$ cat config.mk
export PLATFORM = sky130hd
export DESIGN_NAME = serdesphy_ana_pll_ctrl
export DESIGN_NICKNAME = d
export VERILOG_FILES = /design/src/rtl/serdesphy_pll_pkg.sv /design/src/rtl/serdesphy_pll_freq_cnt.sv /design/src/rtl/serdesphy_ana_pll_ctrl.sv
export SDC_FILE = /design/constraint.sdc
export NUM_CORES = 1
export LEC_CHECK = 0
export ABC_AREA = 1
export CELL_PAD_IN_SITES_DETAIL_PLACEMENT = 1
export CELL_PAD_IN_SITES_GLOBAL_PLACEMENT = 1
export CORE_ASPECT_RATIO = 0.7
export CORE_UTILIZATION = 40
export CTS_CLUSTER_SIZE = 24
export DETAILED_ROUTE_END_ITERATION = 12
export PLACE_DENSITY_LB_ADDON = 0.1
export SLEW_MARGIN = 40
export SYNTH_ARGS = -nofsm -noshare
export SYNTH_HDL_FRONTEND = slang
export SYNTH_SLANG_ARGS = --single-unit
$ cat constraint.sdc
create_clock -name clk -period 4.05 [get_ports clk]
set_clock_uncertainty 0.05 [all_clocks]
set_input_delay 1.215 -clock clk [delete_from_list [all_inputs] [get_ports clk]]
set_output_delay 1.215 -clock clk [all_outputs]
set_load 0.03 [all_outputs]
$ cat src/rtl/serdesphy_pll_pkg.sv
// serdesphy_pll_pkg: shared types and constants for the PLL
// frequency-acquisition controller.
package serdesphy_pll_pkg;

  typedef enum logic [2:0] {
    IDLE,
    WAIT_RDY,
    MEASURE,
    EVAL,
    FAIL
  } pll_state_t;

  localparam logic [7:0] CTRL_MIN  = 8'h40;
  localparam logic [7:0] CTRL_MAX  = 8'hC0;
  localparam logic [7:0] CTRL_INIT = 8'h80;

  localparam logic [7:0] STEP_BIG    = 8'd4;
  localparam logic [7:0] STEP_SMALL  = 8'd1;
  localparam logic [8:0] STEP_THRESH = 9'd8;

  localparam logic [2:0] RAIL_LIMIT = 3'd4;

  function automatic logic [8:0] abs9(input logic [8:0] v);
    return v[8] ? (~v + 9'd1) : v;
  endfunction

endpackage

$ cat src/rtl/serdesphy_pll_freq_cnt.sv
// serdesphy_pll_freq_cnt: synchronizes VCO feedback/ready and counts
// feedback rising edges over a 2^WINDOW_LOG2 cycle window.
module serdesphy_pll_freq_cnt
  import serdesphy_pll_pkg::*;
#(
  parameter int WINDOW_LOG2 = 6
) (
  input  logic       clk,
  input  logic       rst_n,
  input  logic       vco_fb,
  input  logic       vco_ready,
  input  logic       measure,
  output logic [7:0] count,
  output logic       window_done,
  output logic       ready_sync
);

  logic [1:0]             fb_sync;
  logic [1:0]             rdy_sync;
  logic                   fb_prev;
  logic                   fb_event;
  logic [WINDOW_LOG2-1:0] win_q;

  assign fb_event    = fb_sync[1] & ~fb_prev;
  assign window_done = measure & (&win_q);
  assign ready_sync  = rdy_sync[1];

  always_ff @(posedge clk or negedge rst_n) begin
    if (!rst_n) begin
      fb_sync  <= '0;
      rdy_sync <= '0;
      fb_prev  <= 1'b0;
      win_q    <= '0;
      count    <= '0;
    end else begin
      fb_sync  <= {fb_sync[0], vco_fb};
      rdy_sync <= {rdy_sync[0], vco_ready};
      fb_prev  <= fb_sync[1];
      // held clear outside MEASURE, so EVAL sees a frozen count
      if (!measure) begin
        win_q <= '0;
        count <= '0;
      end else begin
        win_q <= win_q + WINDOW_LOG2'(1);
        if (fb_event && count != 8'hFF)
          count <= count + 8'd1;
      end
    end
  end

endmodule

$ cat src/rtl/serdesphy_ana_pll_ctrl.sv
// serdesphy_ana_pll_ctrl: VCO enable/ready handshake, frequency
// measurement loop, control-word stepping and lock/fail tracking.
module serdesphy_ana_pll_ctrl
  import serdesphy_pll_pkg::*;
#(
  parameter int WINDOW_LOG2 = 6,
  parameter int TOL         = 1,
  parameter int LOCK_COUNT  = 4,
  parameter int RDY_TIMEOUT = 255
) (
  input  logic       clk,
  input  logic       rst_n,
  input  logic       pll_en,
  input  logic [7:0] fb_target,
  input  logic       vco_fb,
  input  logic       vco_ready,
  output logic       vco_enable,
  output logic [7:0] vco_control,
  output logic       pll_lock,
  output logic       pll_fail
);

  localparam logic [8:0] TOL9     = 9'(TOL);
  localparam logic [2:0] LOCK_N   = 3'(LOCK_COUNT);
  localparam logic [7:0] TMO_LAST = 8'(RDY_TIMEOUT - 1);

  pll_state_t state_q, state_d;
  logic [7:0] ctrl_q, ctrl_d;
  logic       lock_q, lock_d;
  logic [2:0] good_q, good_d;
  logic [2:0] rail_q, rail_d;
  logic [7:0] timer_q, timer_d;

  logic [7:0] count;
  logic       window_done;
  logic       ready_sync;

  logic [8:0] err;
  logic [8:0] mag;
  logic       in_tol;
  logic [7:0] step;
  logic [8:0] ctrl_up;
  logic [7:0] ctrl_dn;
  logic [7:0] ctrl_next;
  logic       at_rail;
  logic [2:0] good_inc;
  logic [2:0] rail_inc;

  serdesphy_pll_freq_cnt #(
    .WINDOW_LOG2(WINDOW_LOG2)
  ) u_freq_cnt (
    .clk        (clk),
    .rst_n      (rst_n),
    .vco_fb     (vco_fb),
    .vco_ready  (vco_ready),
    .measure    (state_q == MEASURE),
    .count      (count),
    .window_done(window_done),
    .ready_sync (ready_sync)
  );

  // err sign bit set means the VCO runs slow: step control upward
  always_comb begin
    err      = {1'b0, count} - {1'b0, fb_target};
    mag      = abs9(err);
    in_tol   = (mag <= TOL9);
    step     = (mag > STEP_THRESH) ? STEP_BIG : STEP_SMALL;
    ctrl_up  = {1'b0, ctrl_q} + {1'b0, step};
    ctrl_dn  = ctrl_q - step;
    good_inc = (good_q >= LOCK_N) ? good_q : good_q + 3'd1;
    rail_inc = rail_q + 3'd1;
    if (err[8]) begin
      ctrl_next = (ctrl_up > {1'b0, CTRL_MAX}) ? CTRL_MAX : ctrl_up[7:0];
      at_rail   = (ctrl_q == CTRL_MAX);
    end else begin
      ctrl_next = (ctrl_dn < CTRL_MIN) ? CTRL_MIN : ctrl_dn;
      at_rail   = (ctrl_q == CTRL_MIN);
    end
  end

  always_comb begin
    state_d = state_q;
    ctrl_d  = ctrl_q;
    lock_d  = lock_q;
    good_d  = good_q;
    rail_d  = rail_q;
    timer_d = timer_q;
    unique case (state_q)
      IDLE: begin
        if (pll_en) state_d = WAIT_RDY;
      end
      WAIT_RDY: begin
        timer_d = timer_q + 8'd1;
        if (ready_sync) state_d = MEASURE;
        else if (timer_q == TMO_LAST) state_d = FAIL;
      end
      MEASURE, EVAL: begin
        if (!ready_sync) begin
          state_d = WAIT_RDY;
          lock_d  = 1'b0;
          good_d  = '0;
          timer_d = '0;
        end else if (state_q == MEASURE) begin
          if (window_done) state_d = EVAL;
        end else begin
          state_d = MEASURE;
          if (in_tol) begin
            good_d = good_inc;
            lock_d = (good_inc >= LOCK_N);
            rail_d = '0;
          end else begin
            good_d = '0;
            lock_d = 1'b0;
            ctrl_d = ctrl_next;
            rail_d = at_rail ? rail_inc : 3'd0;
            if (at_rail && rail_inc == RAIL_LIMIT) state_d = FAIL;
          end
        end
      end
      FAIL: begin
        lock_d = 1'b0;
      end
      default: state_d = IDLE;
    endcase
    if (!pll_en) begin
      state_d = IDLE;
      ctrl_d  = CTRL_INIT;
      lock_d  = 1'b0;
      good_d  = '0;
      rail_d  = '0;
      timer_d = '0;
    end
  end

  always_ff @(posedge clk or negedge rst_n) begin
    if (!rst_n) begin
      state_q <= IDLE;
      ctrl_q  <= CTRL_INIT;
      lock_q  <= 1'b0;
      good_q  <= '0;
      rail_q  <= '0;
      timer_q <= '0;
    end else begin
      state_q <= state_d;
      ctrl_q  <= ctrl_d;
      lock_q  <= lock_d;
      good_q  <= good_d;
      rail_q  <= rail_d;
      timer_q <= timer_d;
    end
  end

  assign vco_enable  = (state_q == WAIT_RDY) || (state_q == MEASURE) ||
                       (state_q == EVAL);
  assign vco_control = ctrl_q;
  assign pll_lock    = lock_q;
  assign pll_fail    = (state_q == FAIL);

endmodule

==> results of run 1 <==
## layer usage
metal	vias to the layer above	wire, um	share of wire, %
met4	0	427	3.1
met5	-	0	0
met3	39	615	4.5
li1	1792	-	-
met1	1913	5950	43
met2	112	6750	49
## metrics by stage
stage | cells | setup WS [ps] | instance area [um^2]
3_3_place_gp | 676 | -1150 | 4350
3_5_place_dp | 676 | -1280 | 4350
6_report | 714 | -820 | 5130
2_1_floorplan | 488 | -436 | 3640
4_1_cts | 711 | -431 | 5020
5_1_grt | 714 | -1050 | 5130
## logic make-up (layout without fill, tap and decap cells)
logic type | after synthesis | count (layout) | synth area share [%]
flops | 45 | 45 | 31.8
mux | 1 | 1 | 0.283
compound gates | 64 | 64 | 11.8
xor+xnor | 11 | 11 | 2.72
buf+inv | 91 | 197 | 10.5
simple gates | 252 | 252 | 34.1
fa+ha+maj | 24 | 24 | 8.70
## cell usage in the layout (no fill, tap or decap), types with 9 or more instances in the layout
cell type	instances
ha_4	11
o21ai_2	9
clkdlybuf4s50_1	14
nand2_1	81
inv_2	12
ha_1	12
nand2_4	10
nor3_1	11
inv_1	66
buf_4	76
a21oi_1	13
nand3_1	30
o21ai_0	14
dfrtp_1	44
nor2_1	41
nand4_1	9
nand2_2	27
nand3_2	11
## worst max-delay path by stage
stage                 start        endpoint  slack [ps]  depth (start not counted)
3_3_place_gp   fb_target[0]  vco_control[0]       -1150                         29
6_report       fb_target[0]  vco_control[0]        -820                         30
4_1_cts        fb_target[0]  vco_control[0]        -430                         32
3_5_place_dp   fb_target[0]  vco_control[0]       -1280                         29
5_1_grt        fb_target[0]  vco_control[0]       -1050                         30
2_1_floorplan  fb_target[0]  vco_control[0]        -440                         30
## final cells by class
class	count	area [um^2]
clock buffers	6	139
fillers	1037	3380
flip-flops and latches	45	1130
clock inverters	2	16.3
repair buffers	105	862
inverters	84	328
multi-input cells	352	2510
well taps	120	150
## cell usage after synthesis, types with 3 or more instances
master / instances
ha_1: 23
nand3_2: 5
nor3_1: 13
nand2_1: 102
a21oi_2: 3
o21ai_0: 18
xor2_1: 9
buf_2: 3
nand2_2: 16
o21ai_2: 8
a21oi_1: 17
nor2_1: 45
nand4_1: 9
inv_1: 78
nor2_2: 4
nand3_1: 41
dfrtp_1: 44
inv_2: 4
or2_2: 3
## worst max-delay path: cells and delay by family
family                     cells  cell delay (ps)
AOI/OAI and AO/OA              1              220
xor gates and xnor gates       1              250
adders and majority gates      5              960
buffers and inverters          5              420
and+or+nand+nor               18             1960
## registers in the layout, summed over array words and instances (netlist names)
name and count:
rail_q 3, u_freq_cnt.count 8, u_freq_cnt.win_q 6, pll_lock 1
u_freq_cnt.rdy_sync 2, timer_q 8, u_freq_cnt.fb_sync 2, good_q 3
state_q 3, vco_control 8, u_freq_cnt.fb_prev 1
## power groups by stage
stage,Combinational (uW),Clock (uW),Sequential [uW]
floorplan,324,0,538
global placement,526,0,537
detailed placement,543,0,539
CTS,601,441,533
global route,705,455,540
finish,654,439,535
## repair_timing
action                                  4_1_cts  5_1_grt
resized for setup                            87       21
setup buffers                                27        3
pin swaps                                    51       16
endpoints found under the setup margin        8       17
hold buffers                                  0        0
==> results.py, run 1 <==
metrics = {
    "status": {
        "status": "finished with violations",
        "violations": "setup timing",
    },
    "worst_setup_path": {
        "critPathCaptureType": "flop",
        "critPathMaxFanout": 4,
        "r2r_end": "vco_control[0]",
        "cpMaxStageDelayCell": "fa_2",
        "r2r_slack_ps": -310,
        "crit_type": "in -> reg",
        "cp.required_ps": 4220,
        "cp_slowest_stage_delay_ps": 420,
        "worstPathArrival_ps": 5040,
        "reg2regPathDepth": 28,
        "critPathLaunchType": "input pin",
        "rr_startpoint": "u_freq_cnt.count[0]",
    },
    "min_path": {
        "min_path_cells": 0,
        "worstHoldEndpoint": "u_freq_cnt.fb_sync[1]",
        "hp-class": "reg -> reg",
        "hold_path_startpoint": "u_freq_cnt.fb_sync[0]",
    },
    "yosys": {
        "yosysWarningCount": 0,
        "synth_top_cell_area_share_pct": 31.1,
        "synth_edf_count": 0,
        "synth_area_mm2": 0.00354,
        "syn_area_per_cell_um2": 7.25,
        "syn_inst": 488,
        "ys_seq_elements": 45,
        "ys_top_cells_by_area": "dfrtp_1 31%, nand2_1 11%, inv_1 8.3%, ha_1 8.1%, nand3_1 5.8%",
        "yosysUniqueCellTypes": 51,
        "synth_flop_cell": "dfrtp_1",
        "yosysSeqAreaShare_pct": 31.8,
        "synth_area_leader_cell": "dfrtp_1",
        "syn-num-nets": 525,
        "async_flop_share_pct": 100,
    },
    "global_routing": {
        "antenna_found_initial": 0,
        "grt_usage_pct": 30.6,
        "grt_util_met3_pct": 4.75,
        "grt_util_met2_pct": 52.9,
        "grt_start_max_net_pins": 30,
        "overflow": 0,
        "grt_pass1_vias": 4106,
        "grt_pass1_wl_um": 21300,
        "busiest_layer": "met2",
        "grtUsageMet1_pct": 39.0,
    },
    "placement": {
        "globalplace.congestion": 0.823,
        "dp.final_hpwl_um": 8430,
        "io_buffers": 23,
    },
    "timing": {
        "max_freq_ghz": 0.205,
        "setup_tns_ps": -9630,
        "relSlewSlack_pct": 53.2,
        "hold_ws_ps": 302,
        "setup_viol": 17,
        "layout_setup_ws_ps": -820,
        "min_period_ps": 4870,
        "worst_pin_slew_ps": 702,
        "rsz0062_at_grt": "yes",
        "fin_crit_sh_pct": 120,
        "drv_slew": 0,
        "finalHoldViolations": 0,
    },
    "drt": {
        "wl_per_cell_um": 19.2,
        "drc_errors": 0,
        "drt.antenna.violating_nets": 0,
        "first_pass_iters": 4,
        "vias_per_cell": 5.40,
        "drt_iter0_markers": 138,
        "num_vias": 3856,
        "routed_wl_um": 13700,
    },
    "power_and_ir_drop": {
        "p_comb_share_pct": 40.2,
        "leakage_uw": 0.00245,
        "swShare_pct": 38.6,
        "p_int_uw": 999,
        "power.density_mw_per_mm2": 317,
        "clock_power_share_pct": 27.0,
        "finalPower_uw": 1630,
        "pwr-share-seq_pct": 32.9,
        "ir_worst_vdd_mv": 0.206,
        "power_switching_uw": 629,
    },
    "finish": {
        "drive_gt1_share_pct": 36.9,
        "n_antenna_cell": 0,
        "syn_to_final_growth_pct": 45.0,
        "final_nets": 630,
        "final_util_pct": 60.3,
    },
    "floorplan": {
        "rows": 28,
        "die-area_mm2": 0.00924,
        "die_w_um": 114,
        "core_area_mm2": 0.00851,
        "initial_core_util_pct": 41.6,
        "io_pins": 24,
        "die_h_um": 80.7,
    },
    "clock_network": {
        "cts_made_buffers": 5,
        "clock_latency_ps": 290,
        "clkSlewWorstSetupHoldPaths_ps": 70,
        "cts_buffer_depth": 2,
        "cts_tree": "done",
        "htree_levels": 2,
        "cts_num_sinks": 45,
        "cts_root_buffer": "clkbuf_16",
    },
    "run": {
        "drv_cap": 0,
    },
}
Note: power is estimated with default switching activity, not from simulation.
==> inputs of run 2 (changes only) <==
--- a/config.mk
+++ b/config.mk
@@ -13,7 +13,9 @@
 export CTS_CLUSTER_SIZE = 24
 export DETAILED_ROUTE_END_ITERATION = 12
 export PLACE_DENSITY_LB_ADDON = 0.1
+export REMOVE_ABC_BUFFERS = 1
 export SLEW_MARGIN = 40
 export SYNTH_ARGS = -nofsm -noshare
 export SYNTH_HDL_FRONTEND = slang
 export SYNTH_SLANG_ARGS = --single-unit
+export TNS_END_PERCENT = 10
==> results.py, run 2 (same netlist as run 1, synthesis figures left out) <==
metrics = {
    "worst_setup_path": {
        "cpMostUsedCell": "nand3_2",
        "reg2regPathDepth": 30,
        "r2r_end": "vco_control[0]",
        "worstPathArrival_ps": 4930,
        "cp_slowest_stage_delay_ps": 440,
        "critical-path-top-delay-family": "simple AND/OR/NAND/NOR gates",
        "cp.required_ps": 4230,
        "critPathCaptureType": "flop",
        "cpMaxStageDelayCell": "fa_2",
        "critPathMaxFanout": 6,
        "rr_startpoint": "u_freq_cnt.count[0]",
        "critPathLaunchType": "input pin",
        "r2r_slack_ps": -190,
        "path_buf_inv": 8,
        "crit_type": "in -> reg",
    },
    "floorplan": {
        "initial_core_util_pct": 41.6,
        "io_pins": 24,
        "die_w_um": 114,
        "die_h_um": 80.7,
        "die-area_mm2": 0.00924,
        "core_area_mm2": 0.00851,
        "rows": 28,
    },
    "drt": {
        "drt_iter0_markers": 158,
        "drc_errors": 0,
        "first_pass_iters": 4,
        "routed_wl_um": 14000,
        "vias_per_cell": 5.30,
        "drt.antenna.violating_nets": 0,
        "num_vias": 3781,
        "wl_per_cell_um": 19.6,
    },
    "placement": {
        "globalplace.congestion": 0.853,
        "io_buffers": 23,
        "dp.final_hpwl_um": 7810,
    },
    "timing": {
        "min_period_ps": 4760,
        "setup_viol": 8,
        "setup_tns_ps": -5410,
        "drv_slew": 0,
        "relSlewSlack_pct": 59.7,
        "finalHoldViolations": 0,
        "hold_ws_ps": 302,
        "rsz0062_at_grt": "yes",
        "max_freq_ghz": 0.210,
        "layout_setup_ws_ps": -706,
        "fin_crit_sh_pct": 117,
        "worst_pin_slew_ps": 605,
    },
    "status": {
        "status": "finished with violations",
        "violations": "setup timing",
    },
    "min_path": {
        "hp-class": "reg -> reg",
        "worstHoldEndpoint": "u_freq_cnt.rdy_sync[1]",
        "min_path_cells": 0,
        "hold_path_startpoint": "u_freq_cnt.rdy_sync[0]",
    },
    "clock_network": {
        "cts_buffer_depth": 2,
        "cts_made_buffers": 5,
        "cts_root_buffer": "clkbuf_16",
        "hold_buffers": 0,
        "cts_tree": "done",
        "cts_num_sinks": 45,
        "htree_levels": 2,
        "clock_latency_ps": 290,
        "clkSlewWorstSetupHoldPaths_ps": 60,
    },
    "finish": {
        "final_nets": 629,
        "n_antenna_cell": 0,
        "drive_gt1_share_pct": 38.4,
        "syn_to_final_growth_pct": 47.5,
        "final_cell_mix": "76 x nand2_1, 74 x buf_4, 65 x inv_1",
        "final_util_pct": 61.3,
        "layout_commonest_cell": "nand2_1",
    },
    "power_and_ir_drop": {
        "finalPower_uw": 1700,
        "power.density_mw_per_mm2": 325,
        "leakage_uw": 0.00250,
        "ir_worst_vdd_mv": 0.377,
    },
    "global_routing": {
        "overflow": 0,
        "grt_usage_pct": 26.5,
        "antenna_found_initial": 0,
        "grt_start_max_net_pins": 46,
        "grt_pass1_vias": 3782,
        "grt_pass1_wl_um": 18900,
    },
    "run": {
        "drv_cap": 0,
    },
}
run 2: how the worst max path moves through the flow:
stage	startpoint	to	slack (ps)	depth (start not counted)
2_1_floorplan	fb_target[0]	vco_control[0]	-640	31
3_3_place_gp	fb_target[0]	vco_control[0]	-1250	31
3_5_place_dp	fb_target[0]	vco_control[0]	-1480	31
4_1_cts	fb_target[0]	vco_control[0]	-500	33
5_1_grt	fb_target[4]	vco_control[2]	-890	31
6_report	fb_target[0]	vco_control[0]	-710	29
run 2: repair_timing:
item,4_1_cts,5_1_grt
gates resized for setup,91,54
hold endpoints to repair,0,0
cloned,0,0
buffers inserted,18,13
setup endpoints to repair,8,8
pin swaps,48,43
run 2: where the power goes:
group	leakage [uW]	switching, uW	internal [uW]
sequential	0.000607	54.1	484
combinational	0.00181	404	279
clock	0.0000848	180	295
total	0.00250	638	1060
run 2: area by class of cell:
| class | instances | area [um^2] |
|---|---|---|
| repair buffers | 104 | 871 |
| clock buffers | 5 | 125 |
| clock inverters | 3 | 47.5 |
| multi-input cells | 352 | 2570 |
| well taps | 120 | 150 |
| fillers | 1026 | 3290 |
| flip-flops and latches | 45 | 1130 |
| inverters | 84 | 327 |
run 2: layer usage:
metal | wire length [um] | GRT usage (%) | part of all wire [%]
met5 | 0 | 0 | 0
met4 | 434 | 6.23 | 3.1
met3 | 548 | 3.02 | 3.9
met2 | 6880 | 47.1 | 49
met1 | 6130 | 34.8 | 44
run 2: through the flow:
| step | area, um^2 | setup slack (ps) | cells |
|---|---|---|---|
| 2_1_floorplan | 3490 | -639 | 481 |
| 3_5_place_dp | 4250 | -1480 | 675 |
| 5_1_grt | 5220 | -887 | 713 |
| 3_3_place_gp | 4240 | -1250 | 675 |
| 4_1_cts | 4910 | -496 | 700 |
| 6_report | 5220 | -706 | 713 |
run 2: worst reg2reg max path, delay by kind of cell, from the launching register on:
kind / cells / cell delay [ps]
flops: 1 / 390
xor+xnor: 1 / 170
buf+inv: 7 / 780
simple gates: 19 / 2140
fa+ha+maj: 3 / 660
==> inputs of run 3 (changes only) <==
--- a/config.mk
+++ b/config.mk
@@ -12,6 +12,7 @@
 export CORE_UTILIZATION = 40
 export CTS_CLUSTER_SIZE = 24
 export DETAILED_ROUTE_END_ITERATION = 12
+export MAX_ROUTING_LAYER = met4
 export PLACE_DENSITY_LB_ADDON = 0.1
 export REMOVE_ABC_BUFFERS = 1
 export SLEW_MARGIN = 40
==> results.py, run 3 (same netlist as run 1, synthesis figures left out) <==
metrics = {
    "status": {
        "status": "finished with violations",
        "violations": "setup timing",
    },
    "worst_setup_path": {
        "critPathLaunchType": "input pin",
        "cp.required_ps": 4180,
        "rr_startpoint": "u_freq_cnt.count[0]",
        "critPathMaxFanout": 3,
        "r2r_end": "vco_control[6]",
        "cpMaxStageDelayCell": "fa_2",
        "cp.depth": 27,
        "cp_slowest_stage_delay_ps": 440,
        "worstPathArrival_ps": 4900,
        "reg2regPathDepth": 28,
        "crit_path_end": "vco_control[6]",
        "r2r_slack_ps": -220,
        "cp-startpoint": "fb_target[0]",
        "critical-path-top-delay-family": "simple AND/OR/NAND/NOR gates",
        "critPathCaptureType": "flop",
        "path_buf_inv": 6,
        "crit_type": "in -> reg",
        "cpMostUsedCell": "nand3_2",
    },
    "timing": {
        "hold_ws_ps": 302,
        "finalHoldViolations": 0,
        "setup_viol": 8,
        "relSlewSlack_pct": 59.4,
        "layout_setup_ws_ps": -723,
        "fin_crit_sh_pct": 118,
        "drv_slew": 0,
        "min_period_ps": 4770,
        "worst_pin_slew_ps": 609,
        "rsz0062_at_grt": "yes",
        "max_freq_ghz": 0.210,
    },
    "placement": {
        "globalplace.congestion": 0.866,
        "io_buffers": 23,
        "dp.final_hpwl_um": 7810,
    },
    "global_routing": {
        "overflow": 0,
        "grt_start_max_net_pins": 46,
        "antenna_found_initial": 0,
        "grt_pass1_wl_um": 18800,
        "grt_usage_pct": 27.3,
        "grt_pass1_vias": 3792,
    },
    "drt": {
        "drt.antenna.violating_nets": 0,
        "drc_errors": 0,
        "num_vias": 3796,
        "drt_iter0_markers": 164,
        "wl_per_cell_um": 19.7,
        "first_pass_iters": 4,
        "routed_wl_um": 14000,
        "vias_per_cell": 5.32,
    },
    "finish": {
        "final_nets": 629,
        "final_util_pct": 61.3,
        "drive_gt1_share_pct": 38.4,
        "syn_to_final_growth_pct": 47.5,
        "final_cell_mix": "76 x nand2_1, 74 x buf_4, 65 x inv_1",
        "n_antenna_cell": 0,
        "layout_commonest_cell": "nand2_1",
    },
    "clock_network": {
        "htree_levels": 2,
        "cts_buffer_depth": 2,
        "cts_tree": "done",
        "clkSlewWorstSetupHoldPaths_ps": 70,
        "hold_buffers": 0,
        "clock_latency_ps": 290,
        "cts_made_buffers": 5,
        "cts_num_sinks": 45,
        "cts_root_buffer": "clkbuf_16",
    },
    "power_and_ir_drop": {
        "leakage_uw": 0.00250,
        "power.density_mw_per_mm2": 326,
        "ir_worst_vdd_mv": 0.378,
    },
    "floorplan": {
        "rows": 28,
        "core_area_mm2": 0.00851,
        "die-area_mm2": 0.00924,
        "initial_core_util_pct": 41.6,
        "io_pins": 24,
        "die_w_um": 114,
        "die_h_um": 80.7,
    },
    "run": {
        "drv_cap": 0,
    },
    "min_path": {
        "hp-class": "reg -> reg",
    },
}
## run 3: cell counts in the layout (fill, tap and decap cells not counted)
No cell type changed its count.
## run 3: how the worst min path moves through the flow
stage / cells after the start / startpoint / to
2_1_floorplan: 0 / u_freq_cnt.fb_sync[0] / u_freq_cnt.fb_sync[1]
4_1_cts: 0 / u_freq_cnt.rdy_sync[0] / u_freq_cnt.rdy_sync[1]
6_report: 0 / u_freq_cnt.rdy_sync[0] / u_freq_cnt.rdy_sync[1]
5_1_grt: 0 / u_freq_cnt.fb_sync[0] / u_freq_cnt.fb_sync[1]
3_5_place_dp: 0 / u_freq_cnt.rdy_sync[0] / u_freq_cnt.rdy_sync[1]
3_3_place_gp: 0 / u_freq_cnt.fb_sync[0] / u_freq_cnt.fb_sync[1]
## run 3: report_power, final
| group | switching, uW | internal (uW) | total [uW] |
|---|---|---|---|
| clock | 183 | 296 | 478 |
| sequential | 54.1 | 484 | 538 |
| combinational | 405 | 279 | 685 |
## run 3: area by class of cell
| type | instances | area (um^2) |
|---|---|---|
| Multi-Input combinational cell | 352 | 2570 |
| Fill cell | 1026 | 3290 |
| Clock buffer | 5 | 125 |
| Inverter | 84 | 327 |
| Clock inverter | 3 | 47.5 |
| Tap cell | 120 | 150 |
| Sequential cell | 45 | 1130 |
| Timing Repair Buffer | 104 | 871 |
## run 3: repair_timing
action,CTS,global route
buffers inserted,18,13
endpoints found under the setup margin,8,8
hold endpoints to repair,0,0
pin swaps,48,43
gates resized for setup,91,54
## run 3: stage by stage
| step | instances | total power (uW) | TNS (ps) | cell area [um^2] | worst slack (ps) |
|---|---|---|---|---|---|
| floorplan | 481 | 833 | -4260 | 3490 | -639 |
| global placement | 675 | 1030 | -9530 | 4240 | -1250 |
| detailed placement | 675 | 1050 | -11220 | 4250 | -1480 |
| CTS | 700 | 1600 | -3590 | 4910 | -496 |
| global route | 713 | 1790 | -6860 | 5220 | -887 |
| finish | 713 | 1700 | -5550 | 5220 | -723 |
## run 3: metal layers
metal	global-route usage [%]	share of wire, %
met1	34.5	45
met2	47.2	49
met5	-	0
met4	6.23	2.9
met3	3.02	3.1
## run 3: worst reg2reg max path, delay by kind of cell, from the launching register on
family                     cells  cell delay (ps)
AOI/OAI and AO/OA              2              320
xor gates and xnor gates       1              220
buffers and inverters          5              510
and+or+nand+nor               17             1960
DFF                            1              390
adders and majority gates      3              720
==> RTL change: new RTL, config.mk and constraints of run 3 <==
`CTRL_MAX`: 8'hC0 -> 8'h90.
--- a/src/rtl/serdesphy_pll_pkg.sv
+++ b/src/rtl/serdesphy_pll_pkg.sv
@@ -11,7 +11,7 @@
   } pll_state_t;
 
   localparam logic [7:0] CTRL_MIN  = 8'h40;
-  localparam logic [7:0] CTRL_MAX  = 8'hC0;
+  localparam logic [7:0] CTRL_MAX  = 8'h90;
   localparam logic [7:0] CTRL_INIT = 8'h80;
 
   localparam logic [7:0] STEP_BIG    = 8'd4;
Formal check against the unedited RTL: no difference found for any inputs over 10 cycles, from zero or initial values and one cycle with rst_n low; that may be too few to reach the edited logic, so the function may still have changed.
==> RTL change against run 3 <==
  * The run still ends with setup timing left
  * Worst setup slack got worse by 0.25 ns
  * Sequential share of layout area is 0.37 points higher
  * Routed wire length up 14%
  * Count of clock-buffer cells in the layout did not move
  * Synthesized area down 2.9%
  * Combinational power is 20% higher
  * Sequential cell count is the same
  * Power grew 5.1%
  * Register-to-register slack worse by 0.29 ns
  * Final area down 1.7%
  * Hold slack about the same
  * First-iteration DRC count rose by 100%
  * Highest routed layer unchanged
==> RTL change: results (changes against run 3) <==
run_status:
  status: "complete, but fails checks"
  violations: "setup timing"
placed_design:
  dp_worst_setup_slack_ns: -1.59  # -0.118 ns
  gp_congestion: 0.901  # +4.0%
  dp_hpwl_mm: 7.82  # +0.23%
sta:
  fin_tns_setup_ns: -13.88  # -8.33 ns
  slew_headroom_pct: 59.8  # +0.41 points
  worst_slack_ns: -0.974  # -0.251 ns
  finalSetupViolations: 17  # +9
global_routing:
  grt_pass1_vias: 4237  # +12%
  grt_use_total_pct: 32.4  # +5.1 points
  use_met2_pct: 54.8  # +7.6 points
  grt_pass1_wl_mm: 21.6  # +15%
  use_met3_pct: 6.00  # +3.0 points
logic_synthesis:
  ys_top_cells_by_area: "dfrtp_1, nand2_1, inv_1, ha_1, nand3_1"
  synthTopCellsByCount: "nand2_1, inv_1, nand3_1"
  synth-xor-area-share_pct: 3.57  # +0.84 points
  synth_compound_area_share_pct: 11.6  # -0.23 points
  seq_area_frac_synth_pct: 32.8  # +0.94 points
power:
  vdd_drop_max_uv: 245  # -35%
  p_int_w: 0.00104  # -1.7%
drt:
  route.met2.wl_mm: 7.51  # +8.5%
  drt_first_iter_violations: 333  # +100%
  num_vias: 4092  # +7.8%
  drt-total-wl_mm: 16.1  # +14%
finish:
  nets: 631  # +0.32%
setup_path:
  worst-r2r-cell-count: 30  # +7.1%
## RTL change: final cells by class
type / count / area (µm²) / share of cell area (%)
clock buffers: 5 / 125 / 2.44
clock inverters: 3 / 21.3 / 0.414
inverters: 80 / 310 / 6.04
multi-input cells: 358 / 2560 / 49.9
flip-flops and latches: 45 / 1130 / 22.0
well taps: 101 / 126 / 2.46
repair buffers: 105 / 861 / 16.8
## RTL change: cell families after synthesis
kind of cell               count (synthesis)
and+or+nand+nor                          251
buffers and inverters                     87
AOI/OAI and AO/OA                         69
DFF                                       45
adders and majority gates                 23
xor gates and xnor gates                  14
## RTL change: timing repair
item                                    4_1_cts  5_1_grt
gates cloned                                  0        1
endpoints found under the setup margin        8       17
resized for setup                           114       46
pin swaps                                    61       30
setup buffers                                29        6
endpoints found under the hold margin         0        0
## RTL change: per-stage QoR
stage	instances	util [%]	area, µm²	hold WS (ns)
after floorplan	482	-	3380	0.281
after global placement	656	50.7	4110	0.287
after detailed placement	656	50.7	4110	0.286
after CTS	691	60.1	4870	0.302
after global routing	697	63.3	5130	0.318
final	697	63.3	5130	0.301
## RTL change: final timing paths
| check | startpoint | endpoint | slack [ns] |
|---|---|---|---|
| hold reg to reg | u_freq_cnt.rdy_sync[0]$_DFF_PN0_ | u_freq_cnt.rdy_sync[1]$_DFF_PN0_ | 0.30 |
| min in group asynchronous | rst_n | u_freq_cnt.count[0]$_DFFE_PN0P_ | 0.87 |
| hold / removal | u_freq_cnt.rdy_sync[0]$_DFF_PN0_ | u_freq_cnt.rdy_sync[1]$_DFF_PN0_ | 0.30 |
| max in group asynchronous | rst_n | u_freq_cnt.rdy_sync[1]$_DFF_PN0_ | 2.66 |
| setup reg to reg | u_freq_cnt.count[0]$_DFFE_PN0P_ | vco_control[6]$_DFFE_PN0P_ | -0.51 |
| setup / recovery | fb_target[0] | vco_control[6]$_DFFE_PN0P_ | -0.97 |
## RTL change: power by group through the flow
stage / Sequential [W] / Clock [W] / Combinational [W]
after floorplan: 0.000552 / 0 / 0.000320
final: 0.000548 / 0.000416 / 0.000824
after global routing: 0.000552 / 0.000436 / 0.000870
after CTS: 0.000539 / 0.000419 / 0.000668
after global placement: 0.000541 / 0 / 0.000562
after detailed placement: 0.000545 / 0 / 0.000580
## RTL change: worst reg2reg max path, delay by kind of cell (launching register included)
kind / cells / cell delay [ns]
and+or+nand+nor: 18 / 1.97
DFF: 1 / 0.38
AOI/OAI and AO/OA: 4 / 0.62
buffers and inverters: 5 / 0.61
adders and majority gates: 3 / 0.85
